$ cat src/rtl/dff_mem_burst.sv
// dff_mem_burst: parametrised DFF-based RAM behind a valid/ready command port.
// Each command starts a write or read burst of cmd_len+1 beats at cmd_addr.
// The address auto-increments and wraps modulo DEPTH.
// Read beats are registered and held under backpressure from rd_ready.
// Optional feature macro: DFF_MEM_PARITY_EN.
//   When defined, each word carries an even-parity bit, par_flip corrupts it
//   on write, and rd_err reports a mismatch. Otherwise rd_err is tied low.
module dff_mem_burst #(
  parameter int WIDTH = 8,
  parameter int DEPTH = 16,
  parameter int LEN_W = 4,
  localparam int AW = $clog2(DEPTH)
) (
  input  logic             clk,
  input  logic             rst,
  input  logic             cmd_valid,
  output logic             cmd_ready,
  input  logic             cmd_write,
  input  logic [AW-1:0]    cmd_addr,
  input  logic [LEN_W-1:0] cmd_len,
  input  logic             wr_valid,
  output logic             wr_ready,
  input  logic [WIDTH-1:0] wr_data,
`ifdef DFF_MEM_PARITY_EN
  input  logic             par_flip,
`endif
  output logic             rd_valid,
  input  logic             rd_ready,
  output logic [WIDTH-1:0] rd_data,
  output logic             rd_err,
  output logic             busy
);

`ifdef DFF_MEM_PARITY_EN
  localparam int MW = WIDTH + 1;
`else
  localparam int MW = WIDTH;
`endif

  typedef enum logic [1:0] {IDLE, WRITE, READ} state_t;

  state_t           state;
  state_t           state_next;
  logic [AW-1:0]    addr;
  logic [LEN_W-1:0] cnt;
  logic [MW-1:0]    mem [DEPTH];
  logic [MW-1:0]    wr_word;
  logic [MW-1:0]    rd_word;
  logic             cmd_fire;
  logic             wr_fire;
  logic             rd_issue;
  logic             last_beat;

`ifdef DFF_MEM_PARITY_EN
  logic rd_err_q;
  assign wr_word = {(^wr_data) ^ par_flip, wr_data};
  assign rd_err  = rd_err_q;
`else
  assign wr_word = wr_data;
  assign rd_err  = 1'b0;
`endif

  assign rd_word   = mem[addr];
  assign last_beat = (cnt == '0);
  assign cmd_fire  = cmd_valid && cmd_ready;
  assign wr_fire   = wr_valid && wr_ready;
  assign rd_issue  = (state == READ) && (!rd_valid || rd_ready);
  assign busy      = (state != IDLE) || rd_valid;

  // State register; reset aborts any burst in flight.
  always_ff @(posedge clk or posedge rst) begin
    if (rst) begin
      state <= IDLE;
    end else begin
      state <= state_next;
    end
  end

  // Next-state and handshake outputs; a command waits until any held read beat drains.
  always_comb begin
    state_next = state;
    cmd_ready  = 1'b0;
    wr_ready   = 1'b0;
    case (state)
      IDLE: begin
        cmd_ready = !rd_valid;
        if (cmd_valid && !rd_valid) begin
          state_next = cmd_write ? WRITE : READ;
        end
      end
      WRITE: begin
        wr_ready = 1'b1;
        if (wr_valid && last_beat) begin
          state_next = IDLE;
        end
      end
      READ: begin
        if (rd_issue && last_beat) begin
          state_next = IDLE;
        end
      end
      default: state_next = IDLE;
    endcase
  end

  // Burst address/count and the registered read beat, held while stalled.
  always_ff @(posedge clk or posedge rst) begin
    if (rst) begin
      addr     <= '0;
      cnt      <= '0;
      rd_valid <= 1'b0;
      rd_data  <= '0;
    end else begin
      if (cmd_fire) begin
        addr <= cmd_addr;
        cnt  <= cmd_len;
      end else if (wr_fire || rd_issue) begin
        addr <= addr + AW'(1);
        if (!last_beat) begin
          cnt <= cnt - LEN_W'(1);
        end
      end
      if (rd_issue) begin
        rd_valid <= 1'b1;
        rd_data  <= rd_word[WIDTH-1:0];
      end else if (rd_ready) begin
        rd_valid <= 1'b0;
      end
    end
  end

`ifdef DFF_MEM_PARITY_EN
  // Parity check result travels with the read beat it describes.
  always_ff @(posedge clk or posedge rst) begin
    if (rst) begin
      rd_err_q <= 1'b0;
    end else if (rd_issue) begin
      rd_err_q <= rd_word[WIDTH] != (^rd_word[WIDTH-1:0]);
    end
  end
`endif

  // Storage array is deliberately not reset so it maps to plain flops.
  always_ff @(posedge clk) begin
    if (wr_fire) begin
      mem[addr] <= wr_word;
    end
  end

endmodule

$ cat config.mk
export PLATFORM = sky130hd
export DESIGN_NAME = dff_mem_burst
export DESIGN_NICKNAME = d
export VERILOG_FILES = /design/src/rtl/dff_mem_burst.sv
export SDC_FILE = /design/constraint.sdc
export NUM_CORES = 1
export LEC_CHECK = 0
export BUFFER_PORTS_ARGS = -buffer_cell sky130_fd_sc_hd__buf_2
export CAP_MARGIN = 40
export CELL_PAD_IN_SITES_DETAIL_PLACEMENT = 0
export CELL_PAD_IN_SITES_GLOBAL_PLACEMENT = 1
export CORE_MARGIN = 2
export CORE_UTILIZATION = 45
export CTS_CLUSTER_SIZE = 40
export DETAILED_ROUTE_END_ITERATION = 12
export PLACE_DENSITY_LB_ADDON = 0.1
export SKIP_CTS_REPAIR_TIMING = 1
export SLEW_MARGIN = 15
export SYNTH_ARGS = -nofsm -noshare
export SYNTH_HDL_FRONTEND = slang
export SYNTH_SLANG_ARGS = --single-unit
$ cat constraint.sdc
create_clock -name clk -period 6.2 [get_ports clk]
set_input_delay 0.93 -clock clk [delete_from_list [all_inputs] [get_ports clk]]
set_output_delay 0.93 -clock clk [all_outputs]
set_load 0.05 [all_outputs]
==> results.py, run 1 <==
metrics = {
    "drt": {
        "firstDrtPassIters": 6,
        "post_drt_via_cell_ratio": 5.349,
        "drc": 0,
        "number_of_nets_with_antenna_violations_after_detailed_routing": 0,
        "vias": 3145,
        "detail_route.wl_per_cell_um": 20.21,
        "drt_wl_total_um": 11880,
        "1st_iter_drt_viols": 208,
    },
    "die": {
        "fp-row-count": 42,
        "full_die_area_mm2": 0.01416,
        "io_pins": 35,
        "die_width_um": 119.0,
        "fp.dieH_um": 119.0,
        "start_util_pct": 45.47,
        "coreArea_mm2": 0.01309,
    },
    "clock_tree": {
        "clk-insertion-delay-late_ns": 0.42,
        "clkSlewWorstSetupHoldPaths_ns": 0.06,
        "clock_tree.buffer_depth": 2,
        "h-tree-depth": 4,
        "sink_count": 147,
        "tritoncts.num_buffers": 17,
        "cts_tree": "yes",
        "root_buffer": "sky130_fd_sc_hd__clkbuf_16",
    },
    "pwr": {
        "pwr_density_cell_mw_per_mm2": 464.7,
        "total_leakage_power_nw": 2.423,
        "ir_drop_v": 0.0003290,
    },
    "synthesis": {
        "yosys_most_used_dff": "sky130_fd_sc_hd__edfxtp_1",
        "synth_seq_cells": 147,
        "synth_enable_flop_cells": 128,
        "postSynthNetCount": 389,
        "yosysWarningCount": 0,
        "seq_area_frac_synth_pct": 72.60,
        "ys_async_sr_fraction_pct": 12.93,
        "yosys-top-cells-area": "sky130_fd_sc_hd__edfxtp_1 (65%), sky130_fd_sc_hd__dfrtp_1 (8.0%), sky130_fd_sc_hd__mux4_2 (6.1%), sky130_fd_sc_hd__mux2i_1 (5.4%), sky130_fd_sc_hd__nor2_1 (2.0%)",
        "netlist.top_cell.by_area": "sky130_fd_sc_hd__edfxtp_1",
        "netlist_area_mm2": 0.005949,
        "yosysTopAreaCellShare_pct": 64.61,
        "post_synth_inst_count": 361,
        "syn-mean-instance-area_um2": 16.48,
        "synth.distinct_cells": 41,
    },
    "critical_path": {
        "timing.critical_path.to_type": "output port",
        "crit_fanout": 4,
        "regToRegStartpoint": "addr[0]$_DFFE_PP0P_",
        "rrSetupSlack_ns": 3.93,
        "critical_path_required_ns": 5.27,
        "worstRegToRegCells": 4,
        "worst-path-buf-inv": 1,
        "critical_path.top_delay_family": "flip-flops",
        "critical_path_data_arrival_time_ns": 1.54,
        "critPathLaunchType": "flop",
        "reg2reg_to": "mem[15][1]$_DFFE_PP_",
        "ordered_list_of_cells_on_the_worst_path": "nor3_1 > buf_2",
        "worst_path_max_delay_cell": "sky130_fd_sc_hd__dfrtp_1",
        "critPathMaxStageDelay_ns": 0.43,
        "path_depth": 2,
        "worst-setup-path-type": "reg2out",
    },
    "cells_and_area": {
        "fill_count": 1110,
        "finalCoreUtilization_pct": 52.20,
        "antenna_fix_cells": 0,
        "syn_to_final_growth_pct": 14.81,
        "drive_above_1_share_pct": 21.36,
        "design.final.nets": 427,
    },
    "global_routing": {
        "grt_antenna_before_repair": 0,
        "grt_first_pass_wirelength_um": 18330,
        "gr-usage-all-layers_pct": 18.14,
        "grt-ovfl-total": 0,
        "grt_start_max_net_pins": 42,
        "first_global_vias": 3143,
    },
    "flow_run": {
        "max_cap_violations": 0,
    },
    "outcome": {
        "outcome": "finished, final reports clean",
    },
    "min_path": {
        "worstHoldPathType": "reg2reg",
        "hp-start": "rd_data[0]$_DFFE_PP0P_",
        "timing.hold.worst_endpoint": "rd_data[0]$_DFFE_PP0P_",
        "number_of_instances_on_the_worst_hold_path": 2,
    },
    "timing": {
        "finClkSkew_ns": 0.008273,
        "rsz0062_at_grt": "no",
        "drv_slew": 0,
        "final_setup_tns_ns": 0,
        "post-route-period-util_pct": 39.89,
        "setup_viol": 0,
        "final-hold-violation-count": 0,
        "finalCriticalPeriod_ns": 2.473,
        "tightestPinTransition_ns": 0.7861,
        "fmaxAchievable_ghz": 0.4044,
        "timing.slew.headroom_pct": 47.59,
        "worst_path_setup_slack_after_routing_ns": 3.727,
    },
    "placement": {
        "globalplace.congestion": 0.8102,
        "place.detailed.hpwl_um": 8078,
        "port_buffers": 33,
        "place_worst_setup_slack_ns": 3.724,
    },
}
==> where the power goes <==
group | internal (mW) | switching [mW]
registers | 1.16 | 0.0811
logic | 0.343 | 0.618
clock network | 0.589 | 0.380
total | 2.10 | 1.08
==> worst max path at each step <==
stage | slack [ns] | end | from
2_1_floorplan | 2.87 | busy | rd_valid$_DFFE_PP0P_
3_3_place_gp | 3.60 | mem[0][1]$_DFFE_PP_ | wr_valid
3_5_place_dp | 3.72 | mem[15][2]$_DFFE_PP_ | wr_valid
4_1_cts | 3.69 | cmd_ready | state[1]$_DFFE_PP0P_
5_1_grt | 3.60 | cmd_ready | state[1]$_DFFE_PP0P_
6_report | 3.73 | cmd_ready | state[1]$_DFFE_PP0P_
==> sequential cells by signal, indices dropped and copies added, names as in the netlist <==
name / flops
mem: 128
rd_data: 8
addr: 4
cnt: 4
state: 2
rd_valid: 1
==> tightest hold or removal path: stages, from the launching register on <==
cell and delay (ns):
sky130_fd_sc_hd__dfrtp_1 0.37, sky130_fd_sc_hd__nor2_1 0.10, sky130_fd_sc_hd__a31oi_1 0.04
==> metrics by stage <==
stage	instance area (µm²)	hold WS, ns	cells	power, mW
6_report	6830	0.5533	588	3.174
5_1_grt	6830	0.5670	588	3.335
4_1_cts	6830	0.5543	588	3.206
3_5_place_dp	6265	0.5418	556	2.232
3_3_place_gp	6237	0.5372	551	2.231
2_1_floorplan	5949	0.5368	361	1.990
==> logic make-up after synthesis <==
logic type,Yosys count,synth area share (%)
DFF,147,72.60
and+or+nand+nor,72,5.888
adders and majority gates,6,1.262
AOI/OAI and AO/OA,57,6.183
xor gates and xnor gates,1,0.1472
other,1,0.06303
buffers and inverters,29,2.419
muxes,48,11.44
==> synth_stat cells (2+ instances only) <==
master,n
sky130_fd_sc_hd__ha_1,6
sky130_fd_sc_hd__o21ai_0,8
sky130_fd_sc_hd__inv_1,8
sky130_fd_sc_hd__nand2b_1,2
sky130_fd_sc_hd__and2_1,4
sky130_fd_sc_hd__a21oi_1,9
sky130_fd_sc_hd__nor2_1,31
sky130_fd_sc_hd__or3_1,3
sky130_fd_sc_hd__or4_1,2
sky130_fd_sc_hd__nand2_1,14
sky130_fd_sc_hd__o22ai_1,8
sky130_fd_sc_hd__nand3_1,2
sky130_fd_sc_hd__nor3_1,5
sky130_fd_sc_hd__a31oi_1,14
sky130_fd_sc_hd__o21ai_1,4
sky130_fd_sc_hd__mux2i_1,32
sky130_fd_sc_hd__o32ai_1,2
sky130_fd_sc_hd__nor2b_1,2
sky130_fd_sc_hd__a221oi_1,7
sky130_fd_sc_hd__edfxtp_1,128
sky130_fd_sc_hd__mux4_2,16
sky130_fd_sc_hd__buf_1,2
sky130_fd_sc_hd__clkbuf_1,8
sky130_fd_sc_hd__dfrtp_1,19
sky130_fd_sc_hd__buf_4,6
sky130_fd_sc_hd__buf_2,4
==> layout make-up <==
cell class	instances	area, µm²	area share, %
well taps	176	220.2	3.224
multi-input cells	185	1486	21.76
clock buffers	18	429.2	6.283
flip-flops and latches	147	4320	63.25
clock inverters	14	136.4	1.997
inverters	8	30.03	0.4396
repair buffers	40	207.7	3.041
==> metal layers <==
metal | global-route usage [%] | share of wire, % | vias to the layer above
met5 | 0 | 0 | -
met1 | 25.12 | 47 | 1561
met2 | 26.36 | 45 | 85
met4 | 8.333 | 2.9 | 0
li1 | - | - | 1482
met3 | 5.651 | 5.0 | 17
==> placed cells by master, fill, tap and decap left out, drive strengths merged, types with 2 or more instances in the layout <==
cell,n
edfxtp,128
buf,40
mux2i,32
nor2,31
dfrtp,19
clkbuf,18
mux4,16
nand2,14
a31oi,14
o21ai,12
inv,11
a21oi,9
o22ai,8
a221oi,7
ha,6
clkinv,6
nor3,5
and2,4
or3,3
clkinvlp,3
nor2b,3
nand2b,3
or4,2
nand3,2
o32ai,2
bufinv,2
Note: power is estimated with default switching activity, not from simulation.
==> run 2, diff against run 1 <==
--- a/config.mk
+++ b/config.mk
@@ -5,6 +5,7 @@
 export SDC_FILE = /design/constraint.sdc
 export NUM_CORES = 1
 export LEC_CHECK = 0
+export ABC_AREA = 1
 export BUFFER_PORTS_ARGS = -buffer_cell sky130_fd_sc_hd__buf_2
 export CAP_MARGIN = 40
 export CELL_PAD_IN_SITES_DETAIL_PLACEMENT = 0
==> constraint.sdc (replaced) <==
create_clock -name clk -period 2.4 [get_ports clk]
set_input_delay 0.36 -clock clk [delete_from_list [all_inputs] [get_ports clk]]
set_output_delay 0.36 -clock clk [all_outputs]
set_load 0.05 [all_outputs]
==> results.py, run 2 <==
metrics = {
    "synthesis": {
        "netlist_area_mm2": 0.006470,
        "postSynthNetCount": 671,
        "seq_area_frac_synth_pct": 66.76,
        "post_synth_inst_count": 643,
        "yosysTopAreaCellShare_pct": 59.41,
        "synth.distinct_cells": 25,
        "yosysWarningCount": 0,
        "yosys_most_used_dff": "sky130_fd_sc_hd__edfxtp_1",
        "yosys-top-cells-area": "sky130_fd_sc_hd__edfxtp_1 (59%), sky130_fd_sc_hd__nand2_1 (11%), sky130_fd_sc_hd__dfrtp_1 (7.3%), sky130_fd_sc_hd__inv_1 (5.3%), sky130_fd_sc_hd__nand3_1 (5.3%)",
        "synth_seq_cells": 147,
        "ys_async_sr_fraction_pct": 12.93,
        "top_cells_by_count_synth": "sky130_fd_sc_hd__nand2_1 (190), sky130_fd_sc_hd__edfxtp_1 (128), sky130_fd_sc_hd__inv_1 (92), sky130_fd_sc_hd__nor2_1 (70), sky130_fd_sc_hd__nand3_1 (69)",
        "syn-mean-instance-area_um2": 10.06,
        "netlist.top_cell.by_area": "sky130_fd_sc_hd__edfxtp_1",
        "synth_most_common_cell": "sky130_fd_sc_hd__nand2_1",
        "synth_enable_flop_cells": 128,
    },
    "timing": {
        "finClkSkew_ns": 0.01200,
        "drv_slew": 0,
        "setup_viol": 0,
        "final_setup_tns_ns": 0,
        "worst_path_setup_slack_after_routing_ns": 0.5605,
        "finalCriticalPeriod_ns": 1.839,
        "worst_hold_slack_ns": 0.06388,
        "tightestPinTransition_ns": 0.7710,
        "timing.slew.headroom_pct": 48.54,
        "rsz0062_at_grt": "no",
        "final-hold-violation-count": 0,
        "fmaxAchievable_ghz": 0.5436,
        "post-route-period-util_pct": 76.64,
    },
    "pwr": {
        "power.switching_mw": 3.446,
        "fin_total_pwr_mw": 8.947,
        "seq_power_share_pct": 34.9,
        "pwr-share-comb_pct": 36.6,
        "total_leakage_power_nw": 3.209,
        "ir_drop_v": 0.0005953,
        "clockPowerShare_pct": 28.5,
        "power.share.switching_pct": 38.52,
        "intPower_mw": 5.500,
        "pwr_density_cell_mw_per_mm2": 1199,
    },
    "drt": {
        "drt_wl_total_um": 15080,
        "firstDrtPassIters": 5,
        "1st_iter_drt_viols": 427,
        "post_drt_via_cell_ratio": 4.966,
        "number_of_nets_with_antenna_violations_after_detailed_routing": 0,
        "detail_route.wl_per_cell_um": 17.02,
        "drc": 0,
        "vias": 4400,
    },
    "global_routing": {
        "first_global_vias": 4175,
        "grt_antenna_before_repair": 0,
        "grt_start_max_net_pins": 76,
        "grt-ovfl-total": 0,
        "gr-usage-all-layers_pct": 21.31,
        "grt_first_pass_wirelength_um": 23210,
    },
    "placement": {
        "globalplace.congestion": 0.8407,
        "place_worst_setup_slack_ns": 0.6059,
        "port_buffers": 33,
        "place.detailed.hpwl_um": 9691,
        "detailed_place.area_mm2": 0.006888,
        "numPlacedInstances": 854,
    },
    "clock_tree": {
        "cts_tree": "yes",
        "root_buffer": "sky130_fd_sc_hd__clkbuf_16",
        "clk-insertion-delay-late_ns": 0.43,
        "clkSlewWorstSetupHoldPaths_ns": 0.06,
        "clock_tree.buffer_depth": 2,
        "h-tree-depth": 4,
        "tritoncts.num_buffers": 17,
        "sink_count": 147,
    },
    "die": {
        "fp.dieH_um": 123.9,
        "io_pins": 35,
        "coreArea_mm2": 0.01399,
        "fp-row-count": 43,
        "start_util_pct": 46.25,
        "full_die_area_mm2": 0.01535,
        "die_width_um": 123.9,
    },
    "critical_path": {
        "regToRegStartpoint": "addr[1]$_DFFE_PP0P_",
        "crit_fanout": 44,
        "critPathLaunch": "addr[1]$_DFFE_PP0P_",
        "critical_path_required_ns": 2.53,
        "worst-setup-path-type": "reg2reg",
        "timing.critical_path.to_type": "flop",
        "critPathLaunchType": "flop",
        "critical_path_data_arrival_time_ns": 1.97,
    },
    "cells_and_area": {
        "sequential_cell_area_mm2": 0.004320,
        "post_route_insts_no_fill": 886,
        "largest_register_ff_count": 128,
        "regMostFlops": "mem",
        "finalCoreUtilization_pct": 53.34,
        "fin_area_mm2": 0.007461,
        "syn_to_final_growth_pct": 15.32,
        "antenna_fix_cells": 0,
        "layout.cells.most_common_list": "sky130_fd_sc_hd__nand2_1 (190), sky130_fd_sc_hd__edfxtp_1 (128), sky130_fd_sc_hd__inv_1 (92)",
        "total_area_of_multi_input_combinational_cells_mm2": 0.001630,
        "fill_count": 1282,
        "registers_with_the_most_flip_flops": "mem x128, rd_data x8",
        "mostFrequentLayoutCell": "sky130_fd_sc_hd__nand2_1",
        "design.final.nets": 721,
        "drive_above_1_share_pct": 13.17,
    },
    "outcome": {
        "outcome": "finished, final reports clean",
    },
    "flow_run": {
        "max_cap_violations": 0,
    },
    "min_path": {
        "worstHoldPathType": "in2async",
    },
}
-- run 2: worst paths after layout --
path,end,slack (ns),cells past startpoint
max in group asynchronous,addr[0]$_DFFE_PP0P_,1.81,2
worst min register to register,rd_data[1]$_DFFE_PP0P_,0.50,2
worst min-delay path,addr[2]$_DFFE_PP0P_,0.06,2
worst max-delay path,mem[6][1]$_DFFE_PP_,0.56,5
min in group clk,state[1]$_DFFE_PP0P_,0.15,2
worst max register to register,mem[6][1]$_DFFE_PP_,0.56,5
-- run 2: layout make-up --
cell class | instances | area share (%)
well taps | 180 | 3.019
clock inverters | 10 | 1.459
flip-flops and latches | 147 | 57.91
multi-input cells | 377 | 21.85
inverters | 95 | 4.779
clock buffers | 22 | 6.222
repair buffers | 55 | 4.763
-- run 2: critical path, cell delays in order, from the launching register on --
cell and delay [ns]:
sky130_fd_sc_hd__dfrtp_1 0.35, sky130_fd_sc_hd__buf_4 0.42, sky130_fd_sc_hd__ha_1 0.23, sky130_fd_sc_hd__nand2_1 0.18
sky130_fd_sc_hd__nor2_1 0.16, sky130_fd_sc_hd__buf_4 0.19
-- run 2: routing by layer --
layer	GRT usage (%)	vias up	share of wire (%)
met3	4.808	13	6.0
met2	33.07	122	47
met4	7.022	0	1.2
met1	29.90	2091	46
met5	0	-	0
li1	-	2174	-
-- run 2: power by group through the flow --
stage / logic (mW) / clock network, mW / registers (mW)
final: 3.27 / 2.55 / 3.12
after global routing: 3.65 / 2.69 / 3.15
after CTS: 3.29 / 2.60 / 3.12
after detailed placement: 3.28 / 0 / 3.17
after global placement: 3.28 / 0 / 3.16
after floorplan: 2.17 / 0 / 3.42
-- run 2: logic make-up after synthesis --
group	share of synthesized area (%)
fa+ha+maj	1.160
buf+inv	8.045
flops	66.76
simple gates	21.06
compound gates	2.785
xor+xnor	0.1354
other cells	0.05796
==> run 3, diff against run 2 <==
--- a/config.mk
+++ b/config.mk
@@ -11,7 +11,7 @@
 export CELL_PAD_IN_SITES_DETAIL_PLACEMENT = 0
 export CELL_PAD_IN_SITES_GLOBAL_PLACEMENT = 1
 export CORE_MARGIN = 2
-export CORE_UTILIZATION = 45
+export CORE_UTILIZATION = 43
 export CTS_CLUSTER_SIZE = 40
 export DETAILED_ROUTE_END_ITERATION = 12
 export PLACE_DENSITY_LB_ADDON = 0.1
==> constraint.sdc (replaced) <==
create_clock -name clk -period 1.6 [get_ports clk]
set_input_delay 0.24 -clock clk [delete_from_list [all_inputs] [get_ports clk]]
set_output_delay 0.24 -clock clk [all_outputs]
set_load 0.05 [all_outputs]
==> results.py, run 3 (synthesized netlist as in run 2, its figures left out) <==
metrics = {
    "timing": {
        "post-route-period-util_pct": 97.28,
        "worst_hold_slack_ns": 0.01808,
        "final_setup_tns_ns": 0,
        "rsz0062_at_grt": "yes",
        "fmaxAchievable_ghz": 0.6425,
        "finClkSkew_ns": 0.008375,
        "drv_slew": 0,
        "finalCriticalPeriod_ns": 1.556,
        "final-hold-violation-count": 0,
        "setup_viol": 0,
    },
    "clock_tree": {
        "sink_count": 147,
        "cts_tree": "yes",
        "tritoncts.num_buffers": 17,
        "clk-insertion-delay-late_ns": 0.42,
        "clock_tree.buffer_depth": 2,
        "root_buffer": "sky130_fd_sc_hd__clkbuf_16",
        "clkSlewWorstSetupHoldPaths_ns": 0.06,
        "h-tree-depth": 4,
    },
    "pwr": {
        "intPower_mw": 8.864,
        "total_leakage_power_nw": 3.344,
        "seq_power_share_pct": 32.8,
        "fin_total_pwr_mw": 14.45,
        "power.share.switching_pct": 38.67,
        "pwr-share-comb_pct": 39.4,
        "clockPowerShare_pct": 27.8,
        "ir_drop_v": 0.0009256,
        "pwr_density_cell_mw_per_mm2": 1839,
        "power.switching_mw": 5.588,
    },
    "drt": {
        "firstDrtPassIters": 4,
        "number_of_nets_with_antenna_violations_after_detailed_routing": 0,
        "drc": 0,
        "post_drt_via_cell_ratio": 4.849,
        "vias": 4422,
        "detail_route.wl_per_cell_um": 17.64,
        "1st_iter_drt_viols": 372,
        "drt_wl_total_um": 16090,
    },
    "flow_run": {
        "max_cap_violations": 0,
    },
    "critical_path": {
        "critical_path_data_arrival_time_ns": 1.68,
        "worst-setup-path-type": "reg2reg",
        "timing.critical_path.to_type": "flop",
        "critPathLaunchType": "flop",
        "critical_path_required_ns": 1.72,
        "crit_fanout": 8,
    },
    "cells_and_area": {
        "design.final.nets": 743,
        "fin_area_mm2": 0.007858,
        "antenna_fix_cells": 0,
        "fill_count": 1313,
        "regMostFlops": "mem",
        "syn_to_final_growth_pct": 21.45,
        "layout.cells.most_common_list": "sky130_fd_sc_hd__nand2_1 (184), sky130_fd_sc_hd__edfxtp_1 (128), sky130_fd_sc_hd__inv_1 (89)",
        "mostFrequentLayoutCell": "sky130_fd_sc_hd__nand2_1",
        "post_route_insts_no_fill": 912,
        "largest_register_ff_count": 128,
        "registers_with_the_most_flip_flops": "mem x128, rd_data x8",
        "drive_above_1_share_pct": 20.88,
    },
    "die": {
        "start_util_pct": 44.18,
        "io_pins": 35,
        "die_width_um": 126.7,
        "fp.dieH_um": 126.7,
        "full_die_area_mm2": 0.01604,
        "coreArea_mm2": 0.01464,
        "fp-row-count": 44,
    },
    "global_routing": {
        "grt_first_pass_wirelength_um": 24960,
        "grt_start_max_net_pins": 44,
        "grt_antenna_before_repair": 0,
        "gr-usage-all-layers_pct": 21.03,
        "first_global_vias": 4391,
        "grt-ovfl-total": 0,
    },
    "min_path": {
        "worstHoldPathType": "in2reg",
    },
    "placement": {
        "detailed_place.area_mm2": 0.007098,
        "numPlacedInstances": 875,
        "place.detailed.hpwl_um": 10590,
        "port_buffers": 33,
        "globalplace.congestion": 0.8550,
    },
    "outcome": {
        "outcome": "finished, final reports clean",
    },
}
run 3: metal layers:
layer  GRT usage (%)  up-vias  wire length (µm)
li1                -     2212                 -
met1           29.61     2089              7478
met3           4.049       18               696
met2           33.10      103              7657
met5               0        -                 0
met4           7.111        0               255
run 3: path summary, 6_finish.rpt:
path,from,end,slack [ns],cells past startpoint
hold reg to reg,rd_data[0]$_DFFE_PP0P_,rd_data[0]$_DFFE_PP0P_,0.51,2
max in group asynchronous,rst,addr[0]$_DFFE_PP0P_,0.96,4
min in group asynchronous,rst,rd_data[5]$_DFFE_PP0P_,0.40,4
setup reg to reg,addr[0]$_DFFE_PP0P_,mem[15][1]$_DFFE_PP_,0.04,6
setup / recovery,addr[0]$_DFFE_PP0P_,mem[15][1]$_DFFE_PP_,0.04,6
hold / removal,cmd_write,state[1]$_DFFE_PP0P_,0.02,2
run 3: final cells by class:
| cell class | instances | area [µm²] | share of cell area (%) |
|---|---|---|---|
| multi-input cells | 377 | 1744 | 22.20 |
| inverters | 95 | 360.3 | 4.586 |
| clock buffers | 19 | 432.9 | 5.510 |
| clock inverters | 13 | 160.2 | 2.038 |
| repair buffers | 77 | 608.1 | 7.739 |
| flip-flops and latches | 147 | 4322 | 55.00 |
| well taps | 184 | 230.2 | 2.930 |
run 3: power groups by stage:
stage               clock, mW  combinational (mW)  sequential, mW
floorplan                   0                3.35            5.14
global placement            0                5.29            4.80
detailed placement          0                5.30            4.80
CTS                      4.08                5.31            4.73
global route             4.25                6.31            4.77
finish                   4.01                5.70            4.74
run 3: through the flow:
step | util (%) | setup WS, ns
3_3_place_gp | 48.47 | -0.006006
5_1_grt | 53.66 | -0.007701
2_1_floorplan | - | -0.09257
4_1_cts | 52.52 | -0.06850
3_5_place_dp | 48.47 | -0.01237
6_report | 53.66 | 0.04352
run 3: worst max-delay path, stage by stage (launching register included):
cell	delay, ns
sky130_fd_sc_hd__dfrtp_2	0.45
sky130_fd_sc_hd__buf_4	0.14
sky130_fd_sc_hd__ha_2	0.18
sky130_fd_sc_hd__nand2_2	0.09
sky130_fd_sc_hd__buf_4	0.15
sky130_fd_sc_hd__nor2_2	0.06
sky130_fd_sc_hd__buf_4	0.18
